===== src/rtl/instr_encoder_pkg.sv =====
`default_nettype none
// ============================================================================
// instr_encoder_pkg
// Shared RV32I opcode definitions, widths, NOP word, error codes and format
// classes used by the instruction encoder.
// Revision: 1.0 - initial release
// ============================================================================
package instr_encoder_pkg;

    localparam int WIDTH = 32;

    // Base RV32I opcodes
    localparam logic [6:0] OPC_R     = 7'b0110011;
    localparam logic [6:0] OPC_I     = 7'b0010011;
    localparam logic [6:0] OPC_LOAD  = 7'b0000011;
    localparam logic [6:0] OPC_JALR  = 7'b1100111;
    localparam logic [6:0] OPC_S     = 7'b0100011;
    localparam logic [6:0] OPC_B     = 7'b1100011;
    localparam logic [6:0] OPC_J     = 7'b1101111;
    localparam logic [6:0] OPC_LUI   = 7'b0110111;
    localparam logic [6:0] OPC_AUIPC = 7'b0010111;

    // addi x0,x0,0 - emitted in place of any rejected bundle
    localparam logic [WIDTH-1:0] NOP_INSTR = 32'h0000_0013;

    typedef enum logic [1:0] {
        ERR_NONE   = 2'd0,
        ERR_OPCODE = 2'd1,
        ERR_RANGE  = 2'd2,
        ERR_ALIGN  = 2'd3
    } err_code_e;

    typedef enum logic [2:0] {
        FMT_R     = 3'd0,
        FMT_I     = 3'd1,
        FMT_SHIFT = 3'd2,
        FMT_S     = 3'd3,
        FMT_B     = 3'd4,
        FMT_J     = 3'd5,
        FMT_BAD   = 3'd6
    } fmt_e;

    // True when imm equals the sign-extension of its low 'bits' bits
    function automatic logic imm_fits(input logic [WIDTH-1:0] imm, input int unsigned bits);
        logic [WIDTH-1:0] ext;
        ext = imm << (WIDTH - bits);
        ext = $unsigned($signed(ext) >>> (WIDTH - bits));
        return ext == imm;
    endfunction

endpackage
`default_nettype wire


===== src/rtl/instr_encoder_pack.sv =====
`default_nettype none
// ============================================================================
// instr_pack
// Combinational packer: turns a classified field bundle into a 32-bit RV32I
// instruction word.
// Revision: 1.0 - initial release
// ============================================================================
module instr_pack
    import instr_encoder_pkg::*;
(
    input  fmt_e             fmt_i,
    input  logic [6:0]       opcode_i,
    input  logic [4:0]       rd_i,
    input  logic [4:0]       rs1_i,
    input  logic [4:0]       rs2_i,
    input  logic [2:0]       funct3_i,
    input  logic [6:0]       funct7_i,
    input  logic [WIDTH-1:0] imm_i,
    output logic [WIDTH-1:0] instr_o
);

    // Upper immediate bits are only range-checked, never packed
    logic unused_imm_hi;
    assign unused_imm_hi = ^imm_i[WIDTH-1:21];

    // Field placement per instruction format
    always_comb begin
        instr_o = NOP_INSTR;
        case (fmt_i)
            FMT_R:     instr_o = {funct7_i, rs2_i, rs1_i, funct3_i, rd_i, opcode_i};
            FMT_I:     instr_o = {imm_i[11:0], rs1_i, funct3_i, rd_i, opcode_i};
            FMT_SHIFT: instr_o = {funct7_i, imm_i[4:0], rs1_i, funct3_i, rd_i, opcode_i};
            FMT_S:     instr_o = {imm_i[11:5], rs2_i, rs1_i, funct3_i, imm_i[4:0], opcode_i};
            FMT_B:     instr_o = {imm_i[12], imm_i[10:5], rs2_i, rs1_i, funct3_i,
                                  imm_i[4:1], imm_i[11], opcode_i};
            FMT_J:     instr_o = {imm_i[20], imm_i[10:1], imm_i[11], imm_i[19:12],
                                  rd_i, opcode_i};
            default:   instr_o = NOP_INSTR;
        endcase
    end

endmodule
`default_nettype wire


===== src/rtl/instr_encoder.sv =====
`default_nettype none
// ============================================================================
// instr_encoder
// Two-stage elastic RV32I encoder: S1 validates and classifies a field
// bundle, S2 holds the packed word with its sequential byte address.
// Revision: 1.0 - initial release
// ============================================================================
module instr_encoder
    import instr_encoder_pkg::*;
#(
    parameter logic [WIDTH-1:0] BASE_ADDR = '0
) (
    input  logic             clk,
    input  logic             rst,
    input  logic             in_valid,
    output logic             in_ready,
    input  logic [6:0]       in_opcode,
    input  logic [4:0]       in_rd,
    input  logic [4:0]       in_rs1,
    input  logic [4:0]       in_rs2,
    input  logic [2:0]       in_funct3,
    input  logic [6:0]       in_funct7,
    input  logic [WIDTH-1:0] in_imm,
    output logic             out_valid,
    input  logic             out_ready,
    output logic [WIDTH-1:0] out_instr,
    output logic [WIDTH-1:0] out_addr,
    output logic             out_err,
    output logic [1:0]       out_err_code,
    output logic [15:0]      err_count
);

    // S1 registers
    logic             s1_valid_q;
    logic [6:0]       s1_opcode_q;
    logic [4:0]       s1_rd_q, s1_rs1_q, s1_rs2_q;
    logic [2:0]       s1_funct3_q;
    logic [6:0]       s1_funct7_q;
    logic [WIDTH-1:0] s1_imm_q;
    fmt_e             s1_fmt_q;
    err_code_e        s1_err_q;

    // S2 / output registers
    logic             out_valid_q;
    logic [WIDTH-1:0] out_instr_q;
    logic             out_err_q;
    err_code_e        out_err_code_q;
    logic [WIDTH-1:0] addr_q;
    logic [15:0]      err_count_q;

    fmt_e             fmt_d;
    err_code_e        err_d;
    logic [WIDTH-1:0] packed_word;
    logic             s2_load;
    logic             out_fire;

    assign s2_load  = !out_valid_q || out_ready;
    assign in_ready = !s1_valid_q || s2_load;
    assign out_fire = out_valid_q && out_ready;

    // Classify the incoming bundle; error priority opcode > range > alignment
    always_comb begin
        fmt_d = FMT_BAD;
        err_d = ERR_OPCODE;
        case (in_opcode)
            OPC_R: begin
                fmt_d = FMT_R;
                err_d = ERR_NONE;
            end
            OPC_I, OPC_LOAD, OPC_JALR: begin
                // Shift-immediates use funct7 in the top bits and a 5-bit shamt
                if (in_opcode == OPC_I && (in_funct3 == 3'b001 || in_funct3 == 3'b101)) begin
                    fmt_d = FMT_SHIFT;
                    err_d = (in_imm[WIDTH-1:5] == '0) ? ERR_NONE : ERR_RANGE;
                end else begin
                    fmt_d = FMT_I;
                    err_d = imm_fits(in_imm, 12) ? ERR_NONE : ERR_RANGE;
                end
            end
            OPC_S: begin
                fmt_d = FMT_S;
                err_d = imm_fits(in_imm, 12) ? ERR_NONE : ERR_RANGE;
            end
            OPC_B: begin
                fmt_d = FMT_B;
                if (!imm_fits(in_imm, 13))  err_d = ERR_RANGE;
                else if (in_imm[0])         err_d = ERR_ALIGN;
                else                        err_d = ERR_NONE;
            end
            OPC_J: begin
                fmt_d = FMT_J;
                if (!imm_fits(in_imm, 21))  err_d = ERR_RANGE;
                else if (in_imm[0])         err_d = ERR_ALIGN;
                else                        err_d = ERR_NONE;
            end
            default: begin
                fmt_d = FMT_BAD;
                err_d = ERR_OPCODE;
            end
        endcase
    end

    // S1: capture the bundle and its classification whenever it can accept
    always_ff @(posedge clk) begin
        if (rst) begin
            s1_valid_q  <= 1'b0;
            s1_opcode_q <= '0;
            s1_rd_q     <= '0;
            s1_rs1_q    <= '0;
            s1_rs2_q    <= '0;
            s1_funct3_q <= '0;
            s1_funct7_q <= '0;
            s1_imm_q    <= '0;
            s1_fmt_q    <= FMT_BAD;
            s1_err_q    <= ERR_NONE;
        end else if (in_ready) begin
            s1_valid_q <= in_valid;
            if (in_valid) begin
                s1_opcode_q <= in_opcode;
                s1_rd_q     <= in_rd;
                s1_rs1_q    <= in_rs1;
                s1_rs2_q    <= in_rs2;
                s1_funct3_q <= in_funct3;
                s1_funct7_q <= in_funct7;
                s1_imm_q    <= in_imm;
                s1_fmt_q    <= fmt_d;
                s1_err_q    <= err_d;
            end
        end
    end

    instr_pack u_pack (
        .fmt_i    (s1_fmt_q),
        .opcode_i (s1_opcode_q),
        .rd_i     (s1_rd_q),
        .rs1_i    (s1_rs1_q),
        .rs2_i    (s1_rs2_q),
        .funct3_i (s1_funct3_q),
        .funct7_i (s1_funct7_q),
        .imm_i    (s1_imm_q),
        .instr_o  (packed_word)
    );

    // S2: load the packed word (NOP when rejected); hold while stalled
    always_ff @(posedge clk) begin
        if (rst) begin
            out_valid_q    <= 1'b0;
            out_instr_q    <= NOP_INSTR;
            out_err_q      <= 1'b0;
            out_err_code_q <= ERR_NONE;
        end else if (s2_load) begin
            out_valid_q <= s1_valid_q;
            if (s1_valid_q) begin
                out_instr_q    <= (s1_err_q == ERR_NONE) ? packed_word : NOP_INSTR;
                out_err_q      <= (s1_err_q != ERR_NONE);
                out_err_code_q <= s1_err_q;
            end
        end
    end

    // Address and saturating error counters advance on output handshakes
    always_ff @(posedge clk) begin
        if (rst) begin
            addr_q      <= BASE_ADDR;
            err_count_q <= '0;
        end else if (out_fire) begin
            addr_q <= addr_q + WIDTH'(4);
            if (out_err_q && err_count_q != 16'hFFFF) begin
                err_count_q <= err_count_q + 16'd1;
            end
        end
    end

    assign out_valid    = out_valid_q;
    assign out_instr    = out_instr_q;
    assign out_addr     = addr_q;
    assign out_err      = out_err_q;
    assign out_err_code = out_err_code_q;
    assign err_count    = err_count_q;

endmodule
`default_nettype wire

===== config.mk =====
export PLATFORM = sky130hd
export DESIGN_NAME = instr_encoder
export DESIGN_NICKNAME = d
export VERILOG_FILES = /design/src/rtl/instr_encoder_pkg.sv /design/src/rtl/instr_encoder_pack.sv /design/src/rtl/instr_encoder.sv
export SDC_FILE = /design/constraint.sdc
export NUM_CORES = 1
export LEC_CHECK = 0
export BUFFER_PORTS_ARGS = -buffer_cell sky130_fd_sc_hd__buf_2
export CAP_MARGIN = 20
export CORE_MARGIN = 10
export CORE_UTILIZATION = 45
export CTS_CLUSTER_DIAMETER = 60
export CTS_CLUSTER_SIZE = 40
export DETAILED_ROUTE_END_ITERATION = 12
export PLACE_DENSITY_LB_ADDON = 0.08
export SYNTH_ARGS = -nofsm -noshare
export SYNTH_HDL_FRONTEND = slang
export SYNTH_HIERARCHICAL = 1
export SYNTH_SLANG_ARGS = --single-unit

===== constraint.sdc =====
create_clock -name clk -period 3.3 [get_ports clk]
set_clock_uncertainty 0.05 [all_clocks]
set_input_delay 0.99 -clock clk [delete_from_list [all_inputs] [get_ports clk]]
set_output_delay 0.99 -clock clk [all_outputs]
set_load 0.005 [all_outputs]

==> impl_metrics.env <==
export IMPL_status="finished, final reports clean"
export IMPL_swShare_pct=22.17
export IMPL_num_fill_cells=1364
export IMPL_dp_cells=1078
export IMPL_crit_path_top_delay_cell="nor2b_1"
export IMPL_grt_pass1_wl_um=28880
export IMPL_finalSetupTns_ps=0
export IMPL_area_growth_pct=23.88
export IMPL_dieArea_um2=19180
export IMPL_hold_depth=2
export IMPL_root_buffer="clkbuf_16"
export IMPL_min_from="s1_opcode_q[4]"
export IMPL_worst_path_most_repeated_cell="buf_2"
export IMPL_fmax_mhz=361.1
export IMPL_drt_initial_drc_count=258
export IMPL_crit_buf_inv=2
export IMPL_grt_setup_unrepaired="false"
export IMPL_leakagePower_nw=3.183
export IMPL_drv_slew=0
export IMPL_multi_input_area_um2=3197
export IMPL_crit_family="simple AND/OR/NAND/NOR gates"
export IMPL_critical_path_max_fanout=5
export IMPL_grt_max_degree=48
export IMPL_cts_made_buffers=17
export IMPL_viasPerCell=5.317
export IMPL_internal_power_mw=3.164
export IMPL_die_x_um=138.5
export IMPL_grt_pass1_vias=5781
export IMPL_pwr_share_comb_pct=6.1
export IMPL_ios=153
export IMPL_setup_viol=0
export IMPL_fin_crit_ps=2770
export IMPL_fp_dieH_um=138.5
export IMPL_nNetsFinal=988
export IMPL_avgSynthCellArea_um2=8.030
export IMPL_track_usage_pct=17.99
export IMPL_drv_cap=0
export IMPL_drive_gt1_share_pct=22.47
export IMPL_yosysWarnings=6
export IMPL_critPathMaxStageDelay_ps=280
export IMPL_final_hold_violation_count=0
export IMPL_post_cts_setup_buffer_count=0
export IMPL_reg2reg_to="out_addr[12]"
export IMPL_htreeDepth=4
export IMPL_worstReg2RegStart="out_addr[2]"
export IMPL_remaining_drc_errors=0
export IMPL_slew_headroom_pct=48.92
export IMPL_reg2reg_slack_ps=1190
export IMPL_seqPwrFrac_pct=43.7
export IMPL_fp_row_count=43
export IMPL_start_util_pct=45.71
export IMPL_crit_arrival_ps=1730
export IMPL_startpoint_type="input port"
export IMPL_clkPwrFrac_pct=50.2
export IMPL_path_class="in2out"
export IMPL_hpwl_um=13130
export IMPL_post_route_period_util_pct=83.93
export IMPL_synth_area_um2=6320
export IMPL_holdPathEnd="s1_opcode_q[4]"
export IMPL_gp_congestion=0.8111
export IMPL_instances_no_fill=1112
export IMPL_port_buffers=150
export IMPL_cts_clk_slew_worst_paths_ps=60
export IMPL_synth_cells=787
export IMPL_vdd_drop_max_v=0.0003310
export IMPL_clk_path_buf_depth=2
export IMPL_antenna_left=0
export IMPL_cts_sinks=141
export IMPL_vias=5913
export IMPL_crit_chain="buf_2 > nor2b_1 > nand2_1 > buf_2"
export IMPL_first_pass_iters=5
export IMPL_postCtsHoldBufs=0
export IMPL_coreArea_um2=13830
export IMPL_reg2reg_depth=7
export IMPL_wl_per_cell_um=15.98
export IMPL_power_density_nw_per_um2=519.4
export IMPL_postCtsResizedCells=0
export IMPL_tritoncts="done"
export IMPL_regArea_um2=2824
export IMPL_totalWireLength_um=17770
export IMPL_worstMarginPinSlew_ps=762.7
export IMPL_grt_antenna_before_repair=2
export IMPL_p_sw_mw=0.9015
export IMPL_grt_overflow=0
export IMPL_hold_path_class="reg2reg"
export IMPL_endpoint_kind="output pin"
export IMPL_cp_required_ps=2260
export IMPL_clk_latency_ps=420
-- power by group through the flow --
stage | Sequential, mW | Clock, mW | Combinational (mW)
finish | 1.78 | 2.04 | 0.250
global route | 1.78 | 2.15 | 0.280
detailed placement | 1.81 | 0 | 0.250
CTS | 1.78 | 2.08 | 0.251
global placement | 1.81 | 0 | 0.245
floorplan | 1.80 | 0 | 0.149
-- sequential cells by signal (all words and copies together), names as in the netlist, 2 cells and up --
register,count
s1_fmt_q,3
out_instr,32
s1_err_q,2
out_err_code,2
err_count,16
s1_opcode_q,7
out_addr,30
s1_rs2_q,5
s1_funct3_q,3
s1_rs1_q,5
s1_rd_q,5
s1_funct7_q,7
s1_imm_q,21
-- area by class of cell --
type / count / area share (%)
tap: 180 / 2.877
sequential: 141 / 36.07
clock inverter: 10 / 2.062
inverter: 19 / 0.9110
multi-input combinational: 574 / 40.83
clock buffer: 22 / 6.057
antenna: 2 / 0.06393
timing repair buffer: 164 / 11.12
-- cells in the final DEF (no fill, tap or decap), types with 3 or more instances in the layout --
master,instances
a21oi_1,68
a22oi_1,34
a2bb2oi_1,8
a31oi_1,6
and2_1,6
and3_1,3
buf_2,149
buf_4,14
bufinv_16,4
clkbuf_16,17
clkbuf_8,3
clkinvlp_4,3
dfxtp_1,140
ha_1,3
inv_1,19
mux2i_1,18
nand2_1,151
nand2b_1,12
nand3_1,17
nand4_1,16
nor2_1,89
nor2b_1,7
nor3_1,13
nor4_1,10
o21ai_0,9
o22ai_1,23
or3_1,4
or4_1,4
xnor2_1,19
xor2_1,22
-- per-layer routing --
metal	wire length [µm]	track usage, %	vias up
met3	1286	6.062	27
li1	-	-	2962
met5	13	0	-
met1	8165	23.01	2767
met2	8003	27.59	155
met4	303	6.326	2
-- worst min-delay path, cell delays in order, from the launching register on --
cell	delay, ps
dfxtp_1	300
nand2_1	50
a21oi_1	50
-- worst max-delay path by stage --
stage | start | to | cells past startpoint
floorplan | in_imm[11] | s1_err_q[1] | 7
global placement | in_imm[11] | s1_err_q[1] | 8
detailed placement | in_imm[11] | s1_err_q[1] | 8
CTS | out_ready | in_ready | 4
global route | out_ready | in_ready | 4
finish | out_ready | in_ready | 4
-- metrics by stage --
stage	utilization, %	total power, mW	cell area (µm²)	hold WS [ps]	setup slack (ps)
finish	56.62	4.066	7829	399.4	530.4
global route	56.58	4.212	7824	422.4	474.1
global placement	51.99	2.057	7188	389.0	227.5
CTS	56.58	4.109	7824	402.4	524.4
floorplan	-	1.952	6324	381.2	679.8
detailed placement	51.99	2.064	7188	394.5	148.3
No activity file was read; power rests on OpenSTA's default activity.
